**config.mk**
```make
export PLATFORM = sky130hd
export DESIGN_NAME = reg_file_flat
export DESIGN_NICKNAME = d
export VERILOG_FILES = /design/src/rtl/reg_file_if.sv /design/src/rtl/reg_file.sv /design/src/flat_wrapper.sv
export SDC_FILE = /design/constraint.sdc
export NUM_CORES = 2
export LEC_CHECK = 0
export ABC_AREA = 1
export CAP_MARGIN = 20
export CELL_PAD_IN_SITES_DETAIL_PLACEMENT = 1
export CELL_PAD_IN_SITES_GLOBAL_PLACEMENT = 2
export CORE_ASPECT_RATIO = 0.7
export CORE_UTILIZATION = 25
export DETAILED_ROUTE_END_ITERATION = 10
export DONT_BUFFER_PORTS = 1
export GPL_ROUTABILITY_DRIVEN = 0
export PLACE_DENSITY = 0.64
export SLEW_MARGIN = 20
export SYNTH_ARGS = -nofsm -noshare
export SYNTH_HDL_FRONTEND = slang
export SYNTH_SLANG_ARGS = --single-unit
```
**constraint.sdc**
```tcl
create_clock -name clk_in -period 66.5 [get_ports clk_in]
set_input_delay 3.325 -clock clk_in [delete_from_list [all_inputs] [get_ports clk_in]]
set_output_delay 3.325 -clock clk_in [all_outputs]
set_load 0.01 [all_outputs]
```
**src/rtl/reg_file_if.sv**
```systemverilog
// ROB/Decoder -> register file bus: commit and rename updates, flush, and two
// combinational source-operand query ports.
interface reg_file_if #(
  parameter int ROB_SIZE_BIT = 5
);
  logic                    rob_clear;
  logic                    is_update_val;
  logic [4:0]              update_val_id;
  logic [ROB_SIZE_BIT-1:0] update_val_dep;
  logic [31:0]             update_val;
  logic                    is_update_dep;
  logic [4:0]              update_dep_id;
  logic [ROB_SIZE_BIT-1:0] update_dep;
  logic [4:0]              qry1_id;
  logic [31:0]             qry1_val;
  logic                    qry1_has_dep;
  logic [ROB_SIZE_BIT-1:0] qry1_dep;
  logic [4:0]              qry2_id;
  logic [31:0]             qry2_val;
  logic                    qry2_has_dep;
  logic [ROB_SIZE_BIT-1:0] qry2_dep;

  modport master (
    output rob_clear, is_update_val, update_val_id, update_val_dep, update_val,
           is_update_dep, update_dep_id, update_dep, qry1_id, qry2_id,
    input  qry1_val, qry1_has_dep, qry1_dep, qry2_val, qry2_has_dep, qry2_dep
  );

  modport slave (
    input  rob_clear, is_update_val, update_val_id, update_val_dep, update_val,
           is_update_dep, update_dep_id, update_dep, qry1_id, qry2_id,
    output qry1_val, qry1_has_dep, qry1_dep, qry2_val, qry2_has_dep, qry2_dep
  );
endinterface

```
**src/rtl/reg_file.sv**
```systemverilog
// Architectural register file with per-register rename tags; queries return
// either a ready value (with same-cycle commit bypass) or the ROB tag to wait on.
module reg_file #(
  parameter int ROB_SIZE_BIT = 5
) (
  input  logic       clk_in,
  input  logic       rst_in,
  input  logic       rdy_in,
  reg_file_if.slave  bus
);
  typedef struct packed {
    logic [31:0]             val;
    logic                    has_dep;
    logic [ROB_SIZE_BIT-1:0] dep;
  } qry_t;

  logic [31:0]             val_q [32];
  logic [31:0]             val_d [32];
  logic [31:0]             busy_q;
  logic [31:0]             busy_d;
  logic [ROB_SIZE_BIT-1:0] dep_q [32];
  logic [ROB_SIZE_BIT-1:0] dep_d [32];
  qry_t                    qry1_s;
  qry_t                    qry2_s;

  // A commit only clears busy when it comes from the rename still on record;
  // a younger rename of the same register keeps its tag.
  function automatic qry_t lookup(input logic [4:0] id);
    qry_t r;
    r = '{val: 32'd0, has_dep: 1'b0, dep: '0};
    if (id == 5'd0) begin
      r = '{val: 32'd0, has_dep: 1'b0, dep: '0};
    end else if (bus.is_update_val && (bus.update_val_id == id) &&
                 (!busy_q[id] || (dep_q[id] == bus.update_val_dep))) begin
      r = '{val: bus.update_val, has_dep: 1'b0, dep: '0};
    end else if (busy_q[id]) begin
      r = '{val: val_q[id], has_dep: 1'b1, dep: dep_q[id]};
    end else begin
      r = '{val: val_q[id], has_dep: 1'b0, dep: '0};
    end
    return r;
  endfunction

  // Next state: commit first, then flush or rename overrides the busy/tag.
  always_comb begin
    val_d  = val_q;
    busy_d = busy_q;
    dep_d  = dep_q;
    if (rdy_in) begin
      if (bus.is_update_val && (bus.update_val_id != 5'd0)) begin
        val_d[bus.update_val_id] = bus.update_val;
        if (busy_q[bus.update_val_id] &&
            (dep_q[bus.update_val_id] == bus.update_val_dep)) begin
          busy_d[bus.update_val_id] = 1'b0;
        end else begin
          busy_d[bus.update_val_id] = busy_q[bus.update_val_id];
        end
      end else begin
        val_d = val_q;
      end
      if (bus.rob_clear) begin
        busy_d = 32'd0;
      end else if (bus.is_update_dep && (bus.update_dep_id != 5'd0)) begin
        busy_d[bus.update_dep_id] = 1'b1;
        dep_d[bus.update_dep_id]  = bus.update_dep;
      end else begin
        dep_d = dep_q;
      end
    end else begin
      val_d  = val_q;
      busy_d = busy_q;
      dep_d  = dep_q;
    end
  end

  // State register with asynchronous clear.
  always_ff @(posedge clk_in or posedge rst_in) begin
    if (rst_in) begin
      val_q  <= '{default: 32'd0};
      busy_q <= 32'd0;
      dep_q  <= '{default: '0};
    end else begin
      val_q  <= val_d;
      busy_q <= busy_d;
      dep_q  <= dep_d;
    end
  end

  // Combinational operand lookup for both decoder ports.
  always_comb begin
    qry1_s = lookup(bus.qry1_id);
    qry2_s = lookup(bus.qry2_id);
  end

  assign bus.qry1_val     = qry1_s.val;
  assign bus.qry1_has_dep = qry1_s.has_dep;
  assign bus.qry1_dep     = qry1_s.dep;
  assign bus.qry2_val     = qry2_s.val;
  assign bus.qry2_has_dep = qry2_s.has_dep;
  assign bus.qry2_dep     = qry2_s.dep;
endmodule

```
**src/flat_wrapper.sv**
```systemverilog
// flat-port wrapper written by rule: the top's interface ports become plain ports
module reg_file_flat 
#(
  parameter int ROB_SIZE_BIT = 5
)
  (clk_in, rst_in, rdy_in, bus_rob_clear, bus_is_update_val, bus_update_val_id, bus_update_val_dep, bus_update_val, bus_is_update_dep, bus_update_dep_id, bus_update_dep, bus_qry1_id, bus_qry2_id, bus_qry1_val, bus_qry1_has_dep, bus_qry1_dep, bus_qry2_val, bus_qry2_has_dep, bus_qry2_dep);
  reg_file_if #(.ROB_SIZE_BIT(ROB_SIZE_BIT)) bus_i ();
  input  logic clk_in;
  input  logic rst_in;
  input  logic rdy_in;
  input wire logic [$bits(bus_i.rob_clear)-1:0] bus_rob_clear;
  input wire logic [$bits(bus_i.is_update_val)-1:0] bus_is_update_val;
  input wire logic [$bits(bus_i.update_val_id)-1:0] bus_update_val_id;
  input wire logic [$bits(bus_i.update_val_dep)-1:0] bus_update_val_dep;
  input wire logic [$bits(bus_i.update_val)-1:0] bus_update_val;
  input wire logic [$bits(bus_i.is_update_dep)-1:0] bus_is_update_dep;
  input wire logic [$bits(bus_i.update_dep_id)-1:0] bus_update_dep_id;
  input wire logic [$bits(bus_i.update_dep)-1:0] bus_update_dep;
  input wire logic [$bits(bus_i.qry1_id)-1:0] bus_qry1_id;
  input wire logic [$bits(bus_i.qry2_id)-1:0] bus_qry2_id;
  output wire logic [$bits(bus_i.qry1_val)-1:0] bus_qry1_val;
  output wire logic [$bits(bus_i.qry1_has_dep)-1:0] bus_qry1_has_dep;
  output wire logic [$bits(bus_i.qry1_dep)-1:0] bus_qry1_dep;
  output wire logic [$bits(bus_i.qry2_val)-1:0] bus_qry2_val;
  output wire logic [$bits(bus_i.qry2_has_dep)-1:0] bus_qry2_has_dep;
  output wire logic [$bits(bus_i.qry2_dep)-1:0] bus_qry2_dep;
  assign bus_i.rob_clear = bus_rob_clear;
  assign bus_i.is_update_val = bus_is_update_val;
  assign bus_i.update_val_id = bus_update_val_id;
  assign bus_i.update_val_dep = bus_update_val_dep;
  assign bus_i.update_val = bus_update_val;
  assign bus_i.is_update_dep = bus_is_update_dep;
  assign bus_i.update_dep_id = bus_update_dep_id;
  assign bus_i.update_dep = bus_update_dep;
  assign bus_i.qry1_id = bus_qry1_id;
  assign bus_i.qry2_id = bus_qry2_id;
  assign bus_qry1_val = bus_i.qry1_val;
  assign bus_qry1_has_dep = bus_i.qry1_has_dep;
  assign bus_qry1_dep = bus_i.qry1_dep;
  assign bus_qry2_val = bus_i.qry2_val;
  assign bus_qry2_has_dep = bus_i.qry2_has_dep;
  assign bus_qry2_dep = bus_i.qry2_dep;
  reg_file #(.ROB_SIZE_BIT(ROB_SIZE_BIT)) u_core (.clk_in(clk_in), .rst_in(rst_in), .rdy_in(rdy_in), .bus(bus_i));
endmodule
```
==> impl_summary.md <==
Run status
The run finished with clean final reports.

Yosys
When the netlist entered floorplanning its net count stood at between 10000 and 15000. The share of synthesized area occupied by flip-flops and latches is 43.2%. The synthesized instance count is 10000. The count of warnings emitted by yosys is 0. Yosys mapped the design onto 45 distinct sky130hd cell types. In this run the cell area of the synthesized design comes to 70400 sq um. Each instance of the synthesized netlist takes up on average between 7 and 8 sq um.

The share of synthesized area in the top cell type comes to 43.2%. By area the synthesized netlist is led by dfrtp_1 (43%), nand2_1 (16%), o21ai_0 (12%), a21oi_1 (9.3%), nand3_1 (4.7%). The library cell with the largest summed area after synthesis is dfrtp_1. In this run, synthesis produced a sequential element count of between 1000 and 1500.

Pwr
The share of total power dissipated in sequential elements is 42.2%. Summed over all nets, the switching power comes to approximately 680 uW. The fraction of power consumed by combinational cells is 16.1%. Dividing total power by cell area gives a power density of 27.6 nW/um^2.

The switching part of the total is 31.7%. In this run, the clock network consumes a little over two fifths of the power. The internal power is 1460 uW. Across the VDD grid, the largest voltage drop is 0.0188 mV. The analysis attributes to cell leakage a power of approximately 0.033 uW.

Global route
The number of antenna violations at the first check in global routing is 12. Entering global routing, the biggest net connects 809 pins. The total overflow left after global routing is 0.

The number of global-route vias before repair is 71600. The wire length of the first global-routing pass is approximately 520000 um. Global routing used 24.6% of the available tracks.

Timing
Measured against its own limit, the worst slew margin works out to 3.66%. The achievable clock frequency is slightly below 90 MHz. The final critical-path required period is 11460 ps.

For the final routed database, the setup TNS stands at 0 ps. The count of final max-slew check failures is 0. Of the available clock period, the critical path in the final layout requires 17.2%.

At the pin with the least slew margin, the transition time is between 1000 and 1500 ps. Setup repair after global routing left no endpoint under its margin. The final hold violation count is 0.

Across the routed clock network, the largest skew measured is 32.1 ps. Setup violations remaining at the end of the flow were counted as 0.

Worst setup path
The arrival time at the worst endpoint is 8140 ps. The slack of the worst reg-to-reg path is 63400 ps. Traced cell by cell, the critical path runs through buf_16, buf_16, inv_16, buf_4, buf_4, o21ai_0, a211oi_1, a31oi_1, o21ai_0, nand2_1, inv_1, a21oi_1, nor2_1.

The path type of the worst setup path is in -> out. For the worst flop-to-flop path, the logic depth is 12. Data on the critical path is required at its endpoint by 63180 ps.

The endpoint of the worst register-to-register path is u_core.busy_q[23]$_DFFE_PP0P_. The maximum fanout encountered on the critical timing path is 172. STA classifies the critical path startpoint as an input pin. The startpoint identified for the worst register-to-register timing path is u_core.dep_q[100]$_DFFE_PP0P_. The delay of the slowest critical-path stage is 810 ps. STA classifies the critical path endpoint as an output port. Among all stages on the critical path, the largest delay is contributed by buf_4.

Detailed routing
The total wire length is 358000 um. The number of remaining DRC errors is 0. In this run the remaining antenna-violating nets after routing total 0. After detailed routing, the average wire length per cell comes to about 27 um. The detailed-route vias per instance is 5.43. Detailed routing inserted a total of between 70000 and 80000 vias.

The number of violations reported at the end of detailed-routing iteration 0 is 7348. The number of iterations in the first detailed-routing pass is 6.

Clocking
The later pin in the worst-skew pair is clocked with a latency of 840 ps. The number of clock buffers inserted by TritonCTS is 160. After clock tree synthesis, the setup repair step added 0 buffers. Clock-pin slew was measured on the worst setup and hold paths at ~50 ps. The tree built by TritonCTS fans out to around 1200 sinks. The number of buffers between clock root and the deepest sink is 4.

After clock tree synthesis, the repair step resized 0 gates. The tree is rooted in a clkbuf_16. The level count of the clock H-tree is 4.

The CTS tree is done. After clock tree synthesis, the flow added hold-fix buffers numbering 0.

Hold path
The worst hold path terminates at u_core.val_q[1002]$_DFFE_PP0P_. The worst hold path depth is 0. The startpoint identified for the worst hold timing path is u_core.val_q[1002]$_DFFE_PP0P_. The tightest min-delay check is of the reg -> reg type.

Floorplan
The die covers 284000 sq um. The die extent in y is approximately 450 um. The horizontal extent of the die is 636 um. The core region is between 200000 and 300000 sq um. The initial utilization of the core area, before any placement, comes to between 20% and 30%. The placement row count is 162.

In this run the count of I/O pins placed on the die edge is 144.

Placement
The wire-length estimate of the detail-placed layout is 195000 um. Once placement finished, the instance area stood at 72100 sq um. The quantity of I/O buffers inserted on ports is 0.

Job
Across the run, the number of max-cap violations was 0.

Final layout
The sequential cells in the finished layout cover a total of 30400 sq um. The total number of nets in the final design is 9475. Summing all multi-input logic gate instances after layout gives 34100 sq um. The final non-filler cell area is 77500 sq um. In the final layout, the share of cells above drive strength 1 is under 10%.

The growth of design area from synthesis to finish is 10.1%. The fill cell instance count of the final layout is 33800.
==> cell usage after synthesis (all sizes together) <==
cell        n
nand2    3055
o21ai    1789
a21oi    1314
dfrtp    1216
nand3     659
clkbuf    502
inv       477
buf       418
nor2      251
a31oi      76
a221oi     44
a211oi     43
a22oi      31
o22ai      29
nand4      26
o31ai      26
a32oi      19
nor3       19
o211ai     15
clkinv      8
o311ai      5
xor2        3
nor4        2
o221ai      2
a2111oi     1
o22a        1
xnor2       1
==> worst max-delay path: cells and delay by family <==
kind            cells  cell delay, ps
simple gates        2             470
compound gates      5            1000
buf+inv             6            3040
==> cells by family (layout without fill, tap and decap cells) <==
family | after synthesis | count (layout) | share of synthesized area (%)
AO/OA/AOI/OAI | 3395 | 3395 | 25.1
XOR/XNOR | 4 | 4 | 0.0498
buffers and inverters | 1405 | 884 | 8.73
flip-flops | 1216 | 1216 | 43.2
other | 0 | 10 | 0
AND/OR/NAND/NOR | 4012 | 4012 | 22.9
==> power by group through the flow <==
stage | clock, uW | sequential (uW) | combinational [uW]
2_1_floorplan | 0 | 896 | 250
4_1_cts | 908 | 900 | 327
3_3_place_gp | 0 | 907 | 316
6_report | 889 | 902 | 344
3_5_place_dp | 0 | 912 | 326
5_1_grt | 932 | 914 | 388
==> stage by stage <==
stage / utilization [%] / power, uW / std cells / hold slack [ps] / setup WS (ps)
floorplan: - / 1150 / 10000 / 429 / 28910
global placement: 25.8 / 1220 / 12900 / 365 / 55000
detailed placement: 25.8 / 1240 / 12900 / 367 / 55070
CTS: 27.7 / 2130 / 13200 / 380 / 55040
global route: 27.8 / 2230 / 13200 / 384 / 54820
finish: 27.8 / 2140 / 13200 / 375 / 55040
==> layer usage <==
metal / GRT usage, % / wire, um / vias to the layer above / share of wire (%)
met2: 38.2 / 156000 / 2240 / 44
met4: 7.17 / 11200 / 2 / 3.1
met1: 35.7 / 170000 / 36800 / 48
met5: 0 / 12 / - / 0.0034
li1: - / - / 32300 / -
met3: 2.85 / 20000 / 470 / 5.6
==> layout by cell type (no fill, tap or decap), types with 4 or more instances in the layout <==
master,Yosys,layout
clkbuf_1,501,33
clkinv_1,8,9
inv_8,0,4
nor3_2,8,6
nand3_1,658,654
nand4_1,26,26
a22oi_1,31,31
buf_12,0,7
nor2_2,4,6
clkbuf_8,0,28
buf_4,31,113
inv_1,465,456
clkinv_2,0,23
o21ai_1,74,74
nand2_1,3051,3023
a221oi_1,44,44
buf_16,0,10
o311ai_1,5,5
a32oi_1,19,19
a211oi_1,43,43
nand2_4,2,29
nor2_4,3,5
o22ai_1,29,29
o31ai_1,25,24
o211ai_1,15,15
nor2_1,244,240
clkbuf_16,0,166
bufinv_16,0,10
a21oi_1,1313,1313
a31oi_1,76,76
nor3_1,10,10
diode_2,0,10
clkinvlp_4,0,4
o21ai_0,1715,1715
inv_2,7,11
dfrtp_1,1216,1216
==> how the worst max path moves through the flow <==
stage / cells past startpoint / from / slack, ps / end
after floorplan: 1 / rst_in / 28910 / u_core.busy_q[0]$_DFFE_PP0P_
after global placement: 18 / bus_qry2_id[1] / 55000 / bus_qry2_dep[3]
after detailed placement: 18 / bus_qry2_id[1] / 55070 / bus_qry2_dep[3]
after CTS: 18 / bus_qry2_id[1] / 55040 / bus_qry2_dep[3]
after global routing: 13 / bus_qry2_id[0] / 54820 / bus_qry2_val[1]
final: 13 / bus_qry2_id[0] / 55040 / bus_qry2_val[2]
==> sequential cells by signal (all words and copies together), names as in the netlist <==
signal	flops
u_core.busy_q	32
u_core.val_q	1024
u_core.dep_q	160
==> cell type report <==
cell class	count	area share, %
clock buffer	226	5.98
clock inverter	40	0.609
multi-input combinational	7411	44.0
inverter	485	2.46
antenna	10	0.0323
timing repair buffer	133	1.70
sequential	1216	39.3
tap	3690	5.96
Power figures use the tool's default switching activity.
